==> config.mk <==
export PLATFORM = sky130hd
export DESIGN_NAME = tft_bus_if
export DESIGN_NICKNAME = d
export VERILOG_FILES = /design/src/rtl/tft_bus_if.sv
export SDC_FILE = /design/constraint.sdc
export NUM_CORES = 1
export LEC_CHECK = 0
export BUFFER_PORTS_ARGS = -buffer_cell sky130_fd_sc_hd__buf_2
export CAP_MARGIN = 30
export CORE_ASPECT_RATIO = 2
export CORE_UTILIZATION = 25
export DETAILED_ROUTE_END_ITERATION = 6
export PLACE_DENSITY = 0.49
export SLEW_MARGIN = 20
export SYNTH_ARGS = -nofsm -noshare
export SYNTH_HDL_FRONTEND = slang
export SYNTH_SLANG_ARGS = --single-unit
==> constraint.sdc <==
create_clock -name clk -period 4.4 [get_ports clk]
set_input_delay 0.22 -clock clk [delete_from_list [all_inputs] [get_ports clk]]
set_output_delay 0.22 -clock clk [all_outputs]
set_load 0.01 [all_outputs]
==> src/rtl/tft_bus_if.sv <==
// 8080-style 16-bit panel writer: takes pixel requests and emits column/page/memory-write
// sequences, skipping the address commands when TFT_CURSOR_SKIP_EN is defined and the pixel follows the cursor.
module tft_bus_if #(
   parameter int WIDTH   = 320,
   parameter int HEIGHT  = 240,
   parameter int WR_LOW  = 2,
   parameter int WR_HIGH = 2
) (
   input  logic        clk,
   input  logic        n_reset,
   input  logic        req,
   output logic        rdy,
   input  logic [23:0] addr,
   input  logic [15:0] data,
   output logic        drop,
   output logic        tft_cs_n,
   output logic        tft_rs,
   output logic        tft_wr_n,
   output logic        tft_rd_n,
   output logic [15:0] tft_data
);

   localparam logic [1:0]  IDLE      = 2'd0;
   localparam logic [1:0]  LOAD      = 2'd1;
   localparam logic [1:0]  STROBE_LO = 2'd2;
   localparam logic [1:0]  STROBE_HI = 2'd3;
   localparam logic [11:0] X_LIM     = 12'(WIDTH);
   localparam logic [11:0] Y_LIM     = 12'(HEIGHT);
   localparam logic [15:0] X_MAX     = 16'(WIDTH - 1);
   localparam logic [15:0] Y_MAX     = 16'(HEIGHT - 1);
   localparam logic [3:0]  LAST      = 4'd11;
   localparam logic [7:0]  LO_CNT    = 8'(WR_LOW - 1);
   localparam logic [7:0]  HI_CNT    = 8'(WR_HIGH - 1);

   logic [1:0]  state;
   logic [3:0]  idx;
   logic [7:0]  cnt;
   logic [11:0] x;
   logic [11:0] y;
   logic [15:0] pix;
   logic        in_range;
   logic        short_hit;
   logic [3:0]  start_idx;
   logic        seq_done;

   // Word idx of the long sequence as {rs, bus value}; idx 11 is always the pixel.
   function automatic logic [16:0] word_of(input logic [3:0] i, input logic [11:0] wx,
                                           input logic [11:0] wy, input logic [15:0] p);
      logic [15:0] x16;
      logic [15:0] y16;
      x16 = {4'h0, wx};
      y16 = {4'h0, wy};
      case (i)
         4'd0:    word_of = {1'b0, 16'h002A};
         4'd1:    word_of = {1'b1, 8'h00, x16[15:8]};
         4'd2:    word_of = {1'b1, 8'h00, x16[7:0]};
         4'd3:    word_of = {1'b1, 8'h00, X_MAX[15:8]};
         4'd4:    word_of = {1'b1, 8'h00, X_MAX[7:0]};
         4'd5:    word_of = {1'b0, 16'h002B};
         4'd6:    word_of = {1'b1, 8'h00, y16[15:8]};
         4'd7:    word_of = {1'b1, 8'h00, y16[7:0]};
         4'd8:    word_of = {1'b1, 8'h00, Y_MAX[15:8]};
         4'd9:    word_of = {1'b1, 8'h00, Y_MAX[7:0]};
         4'd10:   word_of = {1'b0, 16'h002C};
         default: word_of = {1'b1, p};
      endcase
   endfunction

   assign rdy      = (state == IDLE);
   assign tft_rd_n = 1'b1;

   // Request decode and end-of-sequence detection.
   always_comb begin
      in_range  = (addr[11:0] < X_LIM) && (addr[23:12] < Y_LIM);
      start_idx = short_hit ? LAST : 4'd0;
      seq_done  = (state == STROBE_HI) && (cnt == 8'd0) && (idx == LAST);
   end

`ifdef TFT_CURSOR_SKIP_EN
   logic        cursor_valid;
   logic [11:0] cur_x;
   logic [11:0] cur_y;

   assign short_hit = cursor_valid && (addr[11:0] == cur_x) && (addr[23:12] == cur_y);

   // Predicted auto-increment position after each completed pixel, wrapping row then frame.
   always_ff @(posedge clk or negedge n_reset) begin
      if (!n_reset) begin
         cursor_valid <= 1'b0;
         cur_x        <= 12'd0;
         cur_y        <= 12'd0;
      end else if (seq_done) begin
         cursor_valid <= 1'b1;
         if ((x + 12'd1) == X_LIM) begin
            cur_x <= 12'd0;
            cur_y <= ((y + 12'd1) == Y_LIM) ? 12'd0 : (y + 12'd1);
         end else begin
            cur_x <= x + 12'd1;
            cur_y <= y;
         end
      end
   end
`else
   assign short_hit = 1'b0;
`endif

   // Sequencer: latches a request, then steps LOAD -> STROBE_LO -> STROBE_HI per bus word.
   always_ff @(posedge clk or negedge n_reset) begin
      if (!n_reset) begin
         state    <= IDLE;
         idx      <= 4'd0;
         cnt      <= 8'd0;
         x        <= 12'd0;
         y        <= 12'd0;
         pix      <= 16'd0;
         drop     <= 1'b0;
         tft_cs_n <= 1'b1;
         tft_rs   <= 1'b1;
         tft_wr_n <= 1'b1;
         tft_data <= 16'd0;
      end else begin
         drop <= 1'b0;
         case (state)
            IDLE: begin
               if (req && in_range) begin
                  x                  <= addr[11:0];
                  y                  <= addr[23:12];
                  pix                <= data;
                  idx                <= start_idx;
                  {tft_rs, tft_data} <= word_of(start_idx, addr[11:0], addr[23:12], data);
                  tft_cs_n           <= 1'b0;
                  state              <= LOAD;
               end else if (req) begin
                  drop <= 1'b1;
               end
            end
            LOAD: begin
               tft_wr_n <= 1'b0;
               cnt      <= LO_CNT;
               state    <= STROBE_LO;
            end
            STROBE_LO: begin
               if (cnt == 8'd0) begin
                  tft_wr_n <= 1'b1;
                  cnt      <= HI_CNT;
                  state    <= STROBE_HI;
               end else begin
                  cnt <= cnt - 8'd1;
               end
            end
            STROBE_HI: begin
               if (cnt != 8'd0) begin
                  cnt <= cnt - 8'd1;
               end else if (idx == LAST) begin
                  tft_cs_n <= 1'b1;
                  state    <= IDLE;
               end else begin
                  idx                <= idx + 4'd1;
                  {tft_rs, tft_data} <= word_of(idx + 4'd1, x, y, pix);
                  state              <= LOAD;
               end
            end
            default: state <= IDLE;
         endcase
      end
   end

endmodule
==> flow_metrics.env, run 1 <==
export IMPL_outcome="completed"
export IMPL_crit_fanout=21
export IMPL_syn2layout_area_growth_pct=19.25
export IMPL_synth_sequential_area_ratio=0.4681
export IMPL_timing_rr_end="tft_data[1]"
export IMPL_multi_input_area_um2=1904
export IMPL_grt_max_degree=75
export IMPL_io_pins=65
export IMPL_r2r_cells=6
export IMPL_design_area_um2=4727
export IMPL_crit_path_end_kind="flop"
export IMPL_clock_skew_ns=0.007825
export IMPL_antenna_found_initial=0
export IMPL_grtUsageMet2=0.2312
export IMPL_async_flop_share=1.000
export IMPL_path_clk_slew_ns=0.06
export IMPL_synth_cell_types=67
export IMPL_cp_arrival_ns=3.09
export IMPL_synth_nets=393
export IMPL_avgSynthCellArea_um2=11.69
export IMPL_dp_cells=583
export IMPL_regArea_um2=1856
export IMPL_synthFlopType="dfrtp_1"
export IMPL_worst_pin_slew_ns=0.9541
export IMPL_route_detailed_drc=0
export IMPL_netlist_instances=339
export IMPL_busiest_layer="met2"
export IMPL_period_needed_ns=2.870
export IMPL_wire_per_inst_um=16.27
export IMPL_die_x_um=91.04
export IMPL_drt_iter0_markers=153
export IMPL_slew_headroom=0.3639
export IMPL_cp_required_ns=4.62
export IMPL_setup_tns_ns=0
export IMPL_crit_path_start="idx[0]"
export IMPL_dpl_hpwl_um=7108
export IMPL_timing_final_max_slew_violations=0
export IMPL_die_h_um=180.1
export IMPL_core_rowCount=64
export IMPL_drtPass1Iterations=4
export IMPL_crit_end="tft_data[1]"
export IMPL_clockRootBuffer="clkbuf_16"
export IMPL_fmax_ghz=0.3484
export IMPL_route_vias_total=2761
export IMPL_die_area_um2=16390
export IMPL_timing_rr_start="idx[0]"
export IMPL_layout_drive_gt1_share=0.3424
export IMPL_nets=452
export IMPL_rrSetupSlack_ns=1.53
export IMPL_cts_buffers=9
export IMPL_hold_viol_final=0
export IMPL_cts_setup_buffers=0
export IMPL_worstSetupStartpointType="flop"
export IMPL_htree_num_levels=3
export IMPL_grt_pass1_wl_um=15780
export IMPL_grt_pass1_vias=2882
export IMPL_vias_per_cell=4.594
export IMPL_initial_core_util=0.2578
export IMPL_fill_cells=1598
export IMPL_cts_buffer_depth=2
export IMPL_worstHoldPathType="in2reg"
export IMPL_clock_sinks=74
export IMPL_ys_ff_latch=74
export IMPL_grt_util_met3=0.02405
export IMPL_drt_total_wl_um=9778
export IMPL_maxCapViolCount=0
export IMPL_io_buffers=63
export IMPL_rsz0062_at_grt="false"
export IMPL_synthesis_area_um2=3964
export IMPL_ctsResizeCount=0
export IMPL_critical_path_class="reg2reg"
export IMPL_antennaDiodeCount=0
export IMPL_leakagePower_uw=0.002269
export IMPL_met1_usage=0.1359
export IMPL_clock_latency_ns=0.34
export IMPL_cts_tree="yes"
export IMPL_fin_crit_sh=0.6524
export IMPL_peakVddDrop_mv=0.1585
export IMPL_detail_route_antenna_nets=0
export IMPL_synth_edff_count=0
export IMPL_layout_cells_non_filler=601
export IMPL_place_gp_congestion=0.7840
export IMPL_overflow=0
export IMPL_power_density_nw_per_um2=450.6
export IMPL_dpl_instance_area_um2=4400
export IMPL_track_usage=0.1255
export IMPL_setup_viol=0
export IMPL_core_um2=15370
export IMPL_yosysWarnings=0
-- area by class of cell --
type / count / area share
multi-input combinational: 229 / 0.4029
sequential: 74 / 0.3925
timing repair buffer: 66 / 0.07517
tap: 198 / 0.05241
clock buffer: 10 / 0.04844
clock inverter: 6 / 0.01429
inverter: 18 / 0.01429
-- cell usage after synthesis, drive strengths merged, types with 3 or more instances --
| master | count | share of area |
|---|---|---|
| nor4 | 4 | 0.015 |
| nand3 | 11 | 0.014 |
| xor2 | 6 | 0.013 |
| dfstp | 3 | 0.020 |
| nand2 | 24 | 0.023 |
| dfrtp | 71 | 0.45 |
| a31oi | 4 | 0.0063 |
| and2 | 7 | 0.011 |
| ha | 11 | 0.035 |
| and3 | 3 | 0.0047 |
| a21oi | 8 | 0.014 |
| and2b | 3 | 0.0066 |
| nand4 | 4 | 0.0063 |
| nor2 | 14 | 0.013 |
| nor3 | 6 | 0.0088 |
| o21ai | 24 | 0.033 |
| a221oi | 3 | 0.0066 |
| nor2b | 6 | 0.0095 |
| a2111oi | 4 | 0.014 |
| mux2 | 35 | 0.13 |
| clkbuf | 3 | 0.0028 |
| inv | 18 | 0.017 |
| buf | 15 | 0.032 |
| a22o | 12 | 0.027 |
| a22oi | 7 | 0.016 |
-- sequential cells by signal, indices dropped and copies added, names as in the netlist, 2 cells and up --
name      cells
state         2
y            12
cnt           8
tft_data     16
pix          16
x            12
idx           4
-- metrics by stage --
step	setup slack (ns)	hold WS, ns	total power [uW]	utilization
2_1_floorplan	2.346	-0.07559	1259	-
3_3_place_gp	1.575	0.4193	1406	0.2862
3_5_place_dp	1.515	0.4314	1418	0.2862
4_1_cts	1.500	0.07647	2162	0.3055
5_1_grt	1.309	0.1091	2270	0.3075
6_report	1.530	0.1062	2130	0.3075
-- logic make-up (layout without fill, tap and decap cells) --
kind of cell    after synthesis  in the layout  synth area share
fa+ha+maj                    11             11           0.03472
flops                        74             74            0.4681
compound gates               80             80            0.1547
other cells                   1              1         0.0009461
simple gates                 92             92            0.1354
buf+inv                      36            100           0.05177
xor+xnor                      8              8           0.01957
mux                          37             37            0.1348
-- power by group --
| group | internal (uW) | switching [uW] | leakage, uW |
|---|---|---|---|
| registers | 752 | 67.4 | 0.000996 |
| logic | 226 | 359 | 0.00115 |
| clock network | 439 | 287 | 0.000127 |
| total | 1420 | 713 | 0.00227 |
-- worst max-delay path: stages (launching register included) --
cell and delay, ns:
dfrtp_1 0.48, ha_1 0.69, o21bai_1 0.26, a21oi_4 0.11
a2111oi_4 0.90, a22oi_1 0.14, o31a_1 0.16
-- repair_timing --
action,4_1_cts,5_1_grt
hold buffers,0,1
endpoints found under the setup margin,0,0
hold endpoints to repair,0,37
-- routing by layer --
layer	up-vias	wire length [um]
li1	1332	-
met1	1356	3763
met2	63	5433
met3	10	364
met4	0	217
met5	-	0
-- how the worst min path moves through the flow --
stage / slack (ns) / cells after the start / to / from
finish: 0.11 / 2 / pix[0] / data[0]
global route: 0.11 / 2 / pix[14] / data[14]
global placement: 0.42 / 1 / pix[11] / n_reset
detailed placement: 0.43 / 1 / pix[11] / n_reset
CTS: 0.08 / 1 / pix[11] / n_reset
floorplan: -0.08 / 0 / cnt[0] / n_reset
-- cells in the final DEF (no fill, tap or decap), drive strengths merged, types with 3 or more instances in the layout --
cell / count
inv: 18
ha: 11
nand4: 4
and3: 3
and2: 7
dfrtp: 71
nand3: 11
clkbuf: 10
a31oi: 4
nor2b: 6
buf: 65
nor3: 6
mux2: 35
nand2: 24
o21ai: 24
clkinvlp: 5
and2b: 3
nor4: 4
a21oi: 8
a22o: 12
a2111oi: 4
dfstp: 3
nor2: 14
xor2: 6
a221oi: 3
a22oi: 7
Power figures use the tool's default switching activity.
==> inputs of run 2 (changes only) <==
--- a/config.mk
+++ b/config.mk
@@ -10,7 +10,7 @@
 export CORE_ASPECT_RATIO = 2
 export CORE_UTILIZATION = 25
 export DETAILED_ROUTE_END_ITERATION = 6
-export PLACE_DENSITY = 0.49
+export PLACE_DENSITY = 0.5
 export SLEW_MARGIN = 20
 export SYNTH_ARGS = -nofsm -noshare
 export SYNTH_HDL_FRONTEND = slang
==> constraint.sdc (replaced) <==
create_clock -name clk -period 2.5 [get_ports clk]
set_input_delay 0.125 -clock clk [delete_from_list [all_inputs] [get_ports clk]]
set_output_delay 0.125 -clock clk [all_outputs]
set_load 0.01 [all_outputs]
==> flow_metrics.env, run 2 (same netlist as run 1, synthesis figures left out) <==
export IMPL_fin_crit_sh=0.9136
export IMPL_die_x_um=91.04
export IMPL_setup_tns_ns=0
export IMPL_crit_slowest_cell="dfrtp_1"
export IMPL_core_rowCount=64
export IMPL_htree_num_levels=3
export IMPL_die_area_um2=16390
export IMPL_critical_path_class="reg2reg"
export IMPL_layout_drive_gt1_share=0.3623
export IMPL_setup_viol=0
export IMPL_cts_buffers=9
export IMPL_initial_core_util=0.2578
export IMPL_nets=463
export IMPL_cts_buffer_depth=2
export IMPL_cts_setup_buffers=0
export IMPL_worstSetupStartpointType="flop"
export IMPL_slew_headroom=0.5135
export IMPL_maxCapViolCount=0
export IMPL_core_um2=15370
export IMPL_clock_latency_ns=0.34
export IMPL_path_buf_inv=2
export IMPL_cp_arrival_ns=2.50
export IMPL_final_core_util=0.3162
export IMPL_crit_path_end_kind="flop"
export IMPL_grt_pass1_wl_um=16110
export IMPL_place_gp_congestion=0.8560
export IMPL_io_pins=65
export IMPL_timing_rr_end="tft_data[3]"
export IMPL_met1_usage=0.1346
export IMPL_crit_cells=8
export IMPL_dpl_hpwl_um=7489
export IMPL_grt_max_degree=50
export IMPL_clock_sinks=74
export IMPL_drt_total_wl_um=9944
export IMPL_timing_rr_start="idx[0]"
export IMPL_rrSetupSlack_ns=0.22
export IMPL_reg_top3="pix (16), tft_data (16)"
export IMPL_cts_hold_fix_buffers=1
export IMPL_r2r_cells=8
export IMPL_antenna_found_initial=0
export IMPL_power_density_nw_per_um2=819.1
export IMPL_worst_pin_slew_ns=0.7246
export IMPL_route_detailed_drc=0
export IMPL_max_stage_delay_ns=0.48
export IMPL_die_h_um=180.1
export IMPL_drtPass1Iterations=5
export IMPL_hold_viol_final=0
export IMPL_final_cell_mix="dfrtp_1, buf_2, mux2_4"
export IMPL_cp_top_family="compound AO/OA/AOI/OAI gates"
export IMPL_detail_route_antenna_nets=0
export IMPL_final_common_cell="dfrtp_1"
export IMPL_cts_tree="yes"
export IMPL_path_cells="inv_1, ha_1, nor4_2, a21oi_4, a2111oi_4, buf_4, a22o_1, a21oi_1"
export IMPL_ctsResizeCount=0
export IMPL_track_usage=0.1275
export IMPL_crit_path_start="idx[0]"
export IMPL_vias_per_cell=4.685
export IMPL_period_needed_ns=2.284
export IMPL_wire_per_inst_um=16.25
export IMPL_antennaDiodeCount=0
export IMPL_grt_pass1_vias=3058
export IMPL_worstHoldPathType="in2reg"
export IMPL_rsz0062_at_grt="false"
export IMPL_drt_iter0_markers=240
export IMPL_grtUsageMet2=0.2336
export IMPL_grt_util_met3=0.02574
export IMPL_peakVddDrop_mv=0.4727
export IMPL_fmax_ghz=0.4378
export IMPL_busiest_layer="met2"
export IMPL_route_vias_total=2867
export IMPL_leakagePower_uw=0.002366
export IMPL_outcome="completed"
export IMPL_overflow=0
export IMPL_clock_skew_ns=0.007734
export IMPL_timing_final_max_slew_violations=0
export IMPL_crit_end="tft_data[3]"
export IMPL_clockRootBuffer="clkbuf_16"
export IMPL_io_buffers=63
export IMPL_crit_fanout=15
export IMPL_path_clk_slew_ns=0.06
export IMPL_cp_required_ns=2.71
export IMPL_syn2layout_area_growth_pct=22.66
-- run 2: report_power, final --
group	total, uW	switching (uW)	leakage, uW	internal (uW)
sequential	1440	114	0.000996	1320
clock	1420	534	0.000158	884
combinational	1130	671	0.00121	456
-- run 2: worst min-delay path by stage --
| stage | from | to | depth (start not counted) |
|---|---|---|---|
| final | addr[1] | x[1] | 2 |
| after global routing | data[13] | pix[13] | 2 |
| after CTS | addr[3] | x[3] | 2 |
| after detailed placement | n_reset | tft_data[10] | 1 |
| after global placement | n_reset | pix[10] | 1 |
| after floorplan | n_reset | cnt[0] | 0 |
-- run 2: metal layers --
metal	vias up	part of all wire
met5	-	0
met4	0	0.032
met3	21	0.035
met2	74	0.54
met1	1413	0.39
li1	1359	-
-- run 2: layout make-up --
| class | instances | area [um^2] |
|---|---|---|
| fill | 1606 | 10510 |
| inverter | 18 | 67.56 |
| clock buffer | 9 | 225.2 |
| sequential | 74 | 1856 |
| tap | 198 | 247.7 |
| timing repair buffer | 77 | 460.4 |
| multi-input combinational | 229 | 1904 |
| clock inverter | 7 | 101.3 |
-- run 2: stage by stage --
step                      total power, uW  setup WS [ns]  instance area (um^2)  hold WS (ns)  std cells
after floorplan                      2216         0.4457                  3964       -0.1706        339
after global placement               2564         0.2488                  4526        0.1649        595
after detailed placement             2601         0.2318                  4526        0.1708        595
after CTS                            4041         0.2299                  4862      0.008759        612
after global routing                 4216        0.05291                  4862       0.01634        612
final                                3983         0.2160                  4862       0.01777        612
